## config.mk

```make
export PLATFORM = sky130hd
export DESIGN_NAME = food_spawner
export DESIGN_NICKNAME = d
export VERILOG_FILES = /design/src/rtl/food_pkg.sv /design/src/rtl/food_lfsr.sv /design/src/rtl/food_spawner.sv
export SDC_FILE = /design/constraint.sdc
export NUM_CORES = 1
export LEC_CHECK = 0
export ABC_AREA = 1
export CORE_MARGIN = 2
export CORE_UTILIZATION = 40
export DETAILED_ROUTE_END_ITERATION = 12
export GPL_TIMING_DRIVEN = 0
export PLACE_DENSITY = 0.7
export SLEW_MARGIN = 20
export SYNTH_ARGS = -nofsm -noshare
export SYNTH_HDL_FRONTEND = slang
export SYNTH_SLANG_ARGS = --single-unit
export TNS_END_PERCENT = 100
```

## constraint.sdc

```tcl
create_clock -name clk_food -period 2.1 [get_ports clk_food]
set_input_delay 0.63 -clock clk_food [delete_from_list [all_inputs] [get_ports clk_food]]
set_output_delay 0.63 -clock clk_food [all_outputs]
set_load 0.1 [all_outputs]
```

## src/rtl/food_pkg.sv

```systemverilog
// Shared types and constants for the snake-game food spawner.
// Holds the FSM state encoding, the LFSR polynomial and its default seed.
package food_pkg;

  typedef enum logic [1:0] {
    SEARCH = 2'd0,
    SCAN   = 2'd1,
    HOLD   = 2'd2,
    FULL   = 2'd3
  } state_t;

  // Galois form of x^16 + x^14 + x^13 + x^11 + 1, shifting right.
  localparam logic [15:0] LFSR_TAPS         = 16'hB400;
  localparam logic [15:0] LFSR_SEED_DEFAULT = 16'hACE1;

  function automatic logic [15:0] lfsr_next(input logic [15:0] s);
    return {1'b0, s[15:1]} ^ (s[0] ? LFSR_TAPS : 16'h0000);
  endfunction

endpackage

```

## src/rtl/food_lfsr.sv

```systemverilog
// Free-running 16-bit Galois LFSR used as the food candidate source.
// Advances every cycle; reset loads SEED, which must be nonzero.
module food_lfsr
  import food_pkg::*;
#(
  parameter logic [15:0] SEED = LFSR_SEED_DEFAULT
) (
  input  logic        clk,
  input  logic        rst_n,
  output logic [15:0] state
);

  always_ff @(posedge clk or negedge rst_n) begin
    if (!rst_n) begin
      state <= SEED;
    end else begin
      state <= lfsr_next(state);
    end
  end

endmodule

```

## src/rtl/food_spawner.sv

```systemverilog
// Food placement, eat/loss detection and saturating score for the snake game.
// Random placement with rejection sampling, falling back to a row-major scan.
module food_spawner
  import food_pkg::*;
#(
  parameter int          GRID_W    = 8,
  parameter int          GRID_H    = 8,
  parameter int          XW        = $clog2(GRID_W),
  parameter int          YW        = $clog2(GRID_H),
  parameter logic [15:0] LFSR_SEED = LFSR_SEED_DEFAULT,
  parameter int          MAX_TRIES = 16,
  parameter int          SCORE_W   = 8
) (
  input  logic                     clk_food,
  input  logic                     reset,
  input  logic [XW-1:0]            head_x,
  input  logic [YW-1:0]            head_y,
  input  logic [GRID_W*GRID_H-1:0] occupancy,
  output logic [XW-1:0]            food_x,
  output logic [YW-1:0]            food_y,
  output logic                     food_valid,
  output logic                     eaten,
  output logic                     food_lost,
  output logic                     grid_full,
  output logic [SCORE_W-1:0]       score
);

  localparam int              IW       = XW + YW;
  localparam int              TW       = (MAX_TRIES > 1) ? $clog2(MAX_TRIES) : 1;
  localparam logic [XW:0]     GW_L     = (XW+1)'(GRID_W);
  localparam logic [YW:0]     GH_L     = (YW+1)'(GRID_H);
  localparam logic [XW-1:0]   X_LAST   = XW'(GRID_W - 1);
  localparam logic [YW-1:0]   Y_LAST   = YW'(GRID_H - 1);
  localparam logic [TW-1:0]   TRY_LAST = TW'(MAX_TRIES - 1);
  localparam logic [IW-1:0]   GW_I     = IW'(GRID_W);

  // Row-major cell index; IW bits always cover y*GRID_W+x for any in-range coordinate.
  function automatic logic [IW-1:0] cell_of(input logic [XW-1:0] x, input logic [YW-1:0] y);
    return IW'(y) * GW_I + IW'(x);
  endfunction

  function automatic logic [SCORE_W-1:0] sat_inc(input logic [SCORE_W-1:0] s);
    return (&s) ? s : s + SCORE_W'(1);
  endfunction

  logic [15:0]          lfsr;
  logic                 lfsr_unused;
  state_t               state, state_nxt;
  logic [TW-1:0]        tries, tries_nxt;
  logic [XW-1:0]        scan_x, scan_x_nxt;
  logic [YW-1:0]        scan_y, scan_y_nxt;
  logic [XW-1:0]        food_x_nxt;
  logic [YW-1:0]        food_y_nxt;
  logic                 food_valid_nxt, eaten_nxt, food_lost_nxt, grid_full_nxt;
  logic [SCORE_W-1:0]   score_nxt;
  logic [2**IW-1:0]     occ_pad;

  logic [XW-1:0]        sel_x_p0;
  logic [YW-1:0]        sel_y_p0;
  logic                 in_grid_p0, is_head_p0, free_p0;
  logic                 food_head_p0, food_occ_p0;

  food_lfsr #(
    .SEED (LFSR_SEED)
  ) u_lfsr (
    .clk   (clk_food),
    .rst_n (reset),
    .state (lfsr)
  );

  assign lfsr_unused = ^{lfsr[15:8+YW], lfsr[7:XW]};

  // Padding lets any IW-bit index address the occupancy map without a range check.
  assign occ_pad = (2**IW)'(occupancy);

  // ---- p0: evaluate the candidate cell (random or scan pointer) against the board
  assign sel_x_p0     = (state == SCAN) ? scan_x : lfsr[XW-1:0];
  assign sel_y_p0     = (state == SCAN) ? scan_y : lfsr[8+YW-1:8];
  assign in_grid_p0   = ({1'b0, sel_x_p0} < GW_L) && ({1'b0, sel_y_p0} < GH_L);
  assign is_head_p0   = (sel_x_p0 == head_x) && (sel_y_p0 == head_y);
  assign free_p0      = in_grid_p0 && !occ_pad[cell_of(sel_x_p0, sel_y_p0)] && !is_head_p0;
  assign food_head_p0 = (food_x == head_x) && (food_y == head_y);
  assign food_occ_p0  = occ_pad[cell_of(food_x, food_y)];

  always_comb begin
    state_nxt      = state;
    tries_nxt      = tries;
    scan_x_nxt     = scan_x;
    scan_y_nxt     = scan_y;
    food_x_nxt     = food_x;
    food_y_nxt     = food_y;
    food_valid_nxt = food_valid;
    eaten_nxt      = 1'b0;
    food_lost_nxt  = 1'b0;
    grid_full_nxt  = grid_full;
    score_nxt      = score;
    case (state)
      SEARCH: begin
        if (free_p0) begin
          food_x_nxt     = sel_x_p0;
          food_y_nxt     = sel_y_p0;
          food_valid_nxt = 1'b1;
          tries_nxt      = '0;
          state_nxt      = HOLD;
        end else if (tries == TRY_LAST) begin
          // Clearing tries here gives the next search its full random budget.
          tries_nxt  = '0;
          scan_x_nxt = '0;
          scan_y_nxt = '0;
          state_nxt  = SCAN;
        end else begin
          tries_nxt = tries + TW'(1);
        end
      end
      SCAN: begin
        if (free_p0) begin
          food_x_nxt     = sel_x_p0;
          food_y_nxt     = sel_y_p0;
          food_valid_nxt = 1'b1;
          state_nxt      = HOLD;
        end else if ((scan_x == X_LAST) && (scan_y == Y_LAST)) begin
          grid_full_nxt  = 1'b1;
          food_valid_nxt = 1'b0;
          state_nxt      = FULL;
        end else if (scan_x == X_LAST) begin
          scan_x_nxt = '0;
          scan_y_nxt = scan_y + YW'(1);
        end else begin
          scan_x_nxt = scan_x + XW'(1);
        end
      end
      HOLD: begin
        // Head arrival takes priority over the body covering the food.
        if (food_head_p0) begin
          eaten_nxt      = 1'b1;
          score_nxt      = sat_inc(score);
          food_valid_nxt = 1'b0;
          state_nxt      = SEARCH;
        end else if (food_occ_p0) begin
          food_lost_nxt  = 1'b1;
          food_valid_nxt = 1'b0;
          state_nxt      = SEARCH;
        end
      end
      FULL: begin
        grid_full_nxt  = 1'b1;
        food_valid_nxt = 1'b0;
      end
      default: begin
        state_nxt = SEARCH;
      end
    endcase
  end

  // ---- p1: registered state and outputs
  always_ff @(posedge clk_food or negedge reset) begin
    if (!reset) begin
      state      <= SEARCH;
      tries      <= '0;
      scan_x     <= '0;
      scan_y     <= '0;
      food_x     <= '0;
      food_y     <= '0;
      food_valid <= 1'b0;
      eaten      <= 1'b0;
      food_lost  <= 1'b0;
      grid_full  <= 1'b0;
      score      <= '0;
    end else begin
      state      <= state_nxt;
      tries      <= tries_nxt;
      scan_x     <= scan_x_nxt;
      scan_y     <= scan_y_nxt;
      food_x     <= food_x_nxt;
      food_y     <= food_y_nxt;
      food_valid <= food_valid_nxt;
      eaten      <= eaten_nxt;
      food_lost  <= food_lost_nxt;
      grid_full  <= grid_full_nxt;
      score      <= score_nxt;
    end
  end

endmodule

```

==> results of run 1 <==
state kept, by name (all words and copies together), names as in the netlist:
name and flops:
eaten 1, u_lfsr.state 16, food_lost 1, scan_x 3, score 8, scan_y 3, state 2, food_x 3
food_y 3, tries 4, food_valid 1, grid_full 1
routing by layer:
layer  track usage (%)  part of all wire [%]
met1              33.3                    39
met2              44.2                    48
met3              5.08                   8.7
met4              11.3                   4.4
met5                 0                     0
synth_stat cells, drive strengths merged, types with 7 or more instances:
master  instances  area share, %
nor2           46            5.4
xor2           15            3.7
nand2         139             16
xnor2           7            1.7
o22ai          13            2.3
buf            18            3.9
clkbuf          8           0.85
inv            36            3.9
dfstp           8            6.0
nand3          94             13
a21oi          11            2.2
o21ai          50            7.6
ha             10            3.5
dfrtp          38             27
cell families (layout without fill, tap and decap cells):
family / Yosys count / count (layout) / share of synthesized area (%)
compound gates: 78 / 78 / 13.0
xor+xnor: 22 / 22 / 5.47
fa+ha+maj: 10 / 10 / 3.55
buf+inv: 62 / 195 / 8.69
flops: 46 / 46 / 32.9
simple gates: 287 / 287 / 36.4
layout make-up:
class | count | area (sq um)
well taps | 108 | 135
repair buffers | 127 | 1360
clock buffers | 5 | 68.8
multi-input cells | 397 | 2530
clock inverters | 3 | 43.8
plain buffers | 24 | 233
fillers | 728 | 2930
flip-flops and latches | 46 | 1180
inverters | 36 | 155
final timing paths:
kind / from / end / slack [ns]
worst min register to register: u_lfsr.state[12]$_DFF_PN0_ / u_lfsr.state[11]$_DFF_PN1_ / 0.36
worst min-delay path: reset / tries[2]$_DFFE_PN0N_ / 0.21
worst max-delay path: state[1]$_DFFE_PN0P_ / food_valid$_DFFE_PN0P_ / -0.35
max in group asynchronous: reset / u_lfsr.state[0]$_DFF_PN1_ / 1.34
min in group clk_food: u_lfsr.state[12]$_DFF_PN0_ / u_lfsr.state[11]$_DFF_PN1_ / 0.36
worst max register to register: state[1]$_DFFE_PN0P_ / food_valid$_DFFE_PN0P_ / -0.35
repair_timing:
item,4_1_cts,5_1_grt
cloned,5,4
gates resized for setup,117,86
endpoints found under the setup margin,45,27
pin swaps,11,31
buffers inserted,21,7
placed cells by master (no fill, tap or decap), drive strengths merged, types with 2 or more instances in the layout:
cell / n
nand2: 139
nand3: 94
clkdlybuf4s50: 64
buf: 52
o21ai: 50
nor2: 46
dfrtp: 38
inv: 37
clkdlybuf4s15: 19
clkbuf: 18
xor2: 15
o22ai: 13
a21oi: 11
ha: 10
dfstp: 8
xnor2: 7
o21bai: 3
nor3: 3
nand4: 2
dlygate4sd2: 2
stage by stage:
step | power (mW) | hold WS (ns) | instance area, sq um
global route | 6.16 | 0.229 | 5710
finish | 5.84 | 0.209 | 5710
global placement | 4.05 | 0.338 | 4660
CTS | 5.26 | 0.218 | 5310
detailed placement | 4.09 | 0.341 | 4670
floorplan | 3.28 | 0.331 | 3630
power by group through the flow:
stage / clock network, mW / registers (mW) / logic, mW
6_report: 0.676 / 1.19 / 3.97
5_1_grt: 0.725 / 1.21 / 4.22
4_1_cts: 0.684 / 1.14 / 3.44
3_5_place_dp: 0 / 1.16 / 2.93
3_3_place_gp: 0 / 1.16 / 2.90
2_1_floorplan: 0 / 1.60 / 1.68
critical path: cells and delay by family (launching register included):
family	cells	cell delay (ns)
buffers and inverters	6	0.70
AND/OR/NAND/NOR	14	1.05
adder cells (fa/ha/maj)	1	0.18
flip-flops	1	0.39
==> run_results.csv, run 1 <==
group,metric,value,unit
run_status,status,"finished with violations",
run_status,failed_checks,"negative setup slack",
route,wl_per_cell,18.3,um
final_layout,num_antenna_cells,0,
pwr,peakVddDrop,0.766,mV
critical_path,slowest_stage,"dfrtp_1",
floorplanning,die_h,97.9,um
floorplanning,fp-row-count,34,
timing,rsz0062_at_grt,"yes",
timing,slew_viol_final,0,
global_routing,grt_overflow,0,
final_layout,drive_gt1_share,32.9,%
placed_design,gp_congestion,0.942,
timing,fin_crit,2.45,ns
pwr,power_switching,2.91,mW
pwr,netSwitchingFraction,49.8,%
clock_network,cts_tree,"built",
synth,synth_area_per_cell,6.98,sq um
timing,finalCritPeriodShare,117,%
critical_path,crit_arrival,2.65,ns
clock_network,cts_buffers,5,
final_layout,stdcell_count,746,
run,drv_cap,0,
synth,syn_area,0.00353,sq mm
synth,ys_ff_latch,46,
floorplanning,start_util,40.8,%
floorplanning,dieArea,0.00958,sq mm
route,drt_pass1_iterations,7,
clock_network,clockBufferDepth,2,
synth,syn_nets,587,
timing,finalHoldViolCount,0,
synth,synth_cell_types,36,
timing,clock.fmax,409,MHz
placed_design,port_buffers,89,
floorplanning,fp.dieW,97.9,um
placed_design,place_hpwl,8.72,mm
placed_design,dp.cells,703,
route,detail-route-antenna-nets,0,
global_routing,grt_usage,26.4,%
pwr,seqPwrFrac,20.4,%
synth,ys.flop_type,"dfrtp_1",
route,wirelength,13.7,mm
pwr,p_int,2.93,mW
synth,ys_async_sr_fraction,100,%
critical_path,rr_worst_depth,21,
final_layout,syn_to_final_growth,61.9,%
critical_path,start_kind,"register",
route,num_vias,4206,
final_layout,nets,719,
timing,slew_headroom,63.0,%
timing,worst_pin_slew,0.558,ns
route,vias_per_cell,5.64,
timing,setup_slack,-0.347,ns
clock_network,clk_pin_slew_worst_paths,0.09,ns
pwr,power_frac_comb,68.0,%
global_routing,grt_max_degree,34,
global_routing,grt_pass1_wl,20.5,mm
pwr,powerDensity,1020,mW/mm^2
floorplanning,io_pins,90,
pwr,power.share.clock,11.6,%
final_layout,fin_util,66.1,%
critical_path,worstPathMaxFanout,7,
timing,finClkSkew,0.0105,ns
route,drt_iter0_markers,287,
critical_path,required,2.30,ns
pwr,p_leak,2.56,nW
timing,setup-violations-final,20,
clock_network,clock_latency,0.31,ns
critical_path,crit_chain,"inv_2 -> ha_4 -> buf_12 -> inv_12 -> nand2_8 -> nand2_8 -> buf_6 -> nand2_1 -> nand3_1 -> nand3_1 -> nand3_2 -> nand3_2 -> nand3_2 -> nand2_2 -> nand2_4 -> buf_8 -> buf_4 -> nand2_4 -> nand3b_1 -> nand2_1 -> nand2_1",
placed_design,pre_cts_ws,-0.593,ns
synth,synth_cells,505,
synth,synth_warnings,0,
clock_network,cts_root_buffer,"clkbuf_8",
clock_network,hold_buffers,0,
clock_network,cts_htree_levels,2,
worst_hold_path,hold_path.class,"in -> async",
global_routing,grt_pass1_vias,4068,
clock_network,clkSinkCount,46,
floorplanning,core_area,0.00864,sq mm
route,post-route-drc-count,0,
timing,fin_tns_setup,-5.22,ns
critical_path,endpoint_kind,"register",
synth,yosysSeqAreaShare,32.9,%
global_routing,antenna_found_initial,0,
synth,synth_edf_count,0,
critical_path,worstSetupPathType,"reg -> reg",
critical_path,max_stage_delay,0.39,ns
(Power assumes the default switching activity.)
==> run 2: changes to the inputs <==
CAP_MARGIN = 10   (was unset)
==> results of run 2 <==
Same layout as run 1: the final DEF is identical, and so are final timing and power.
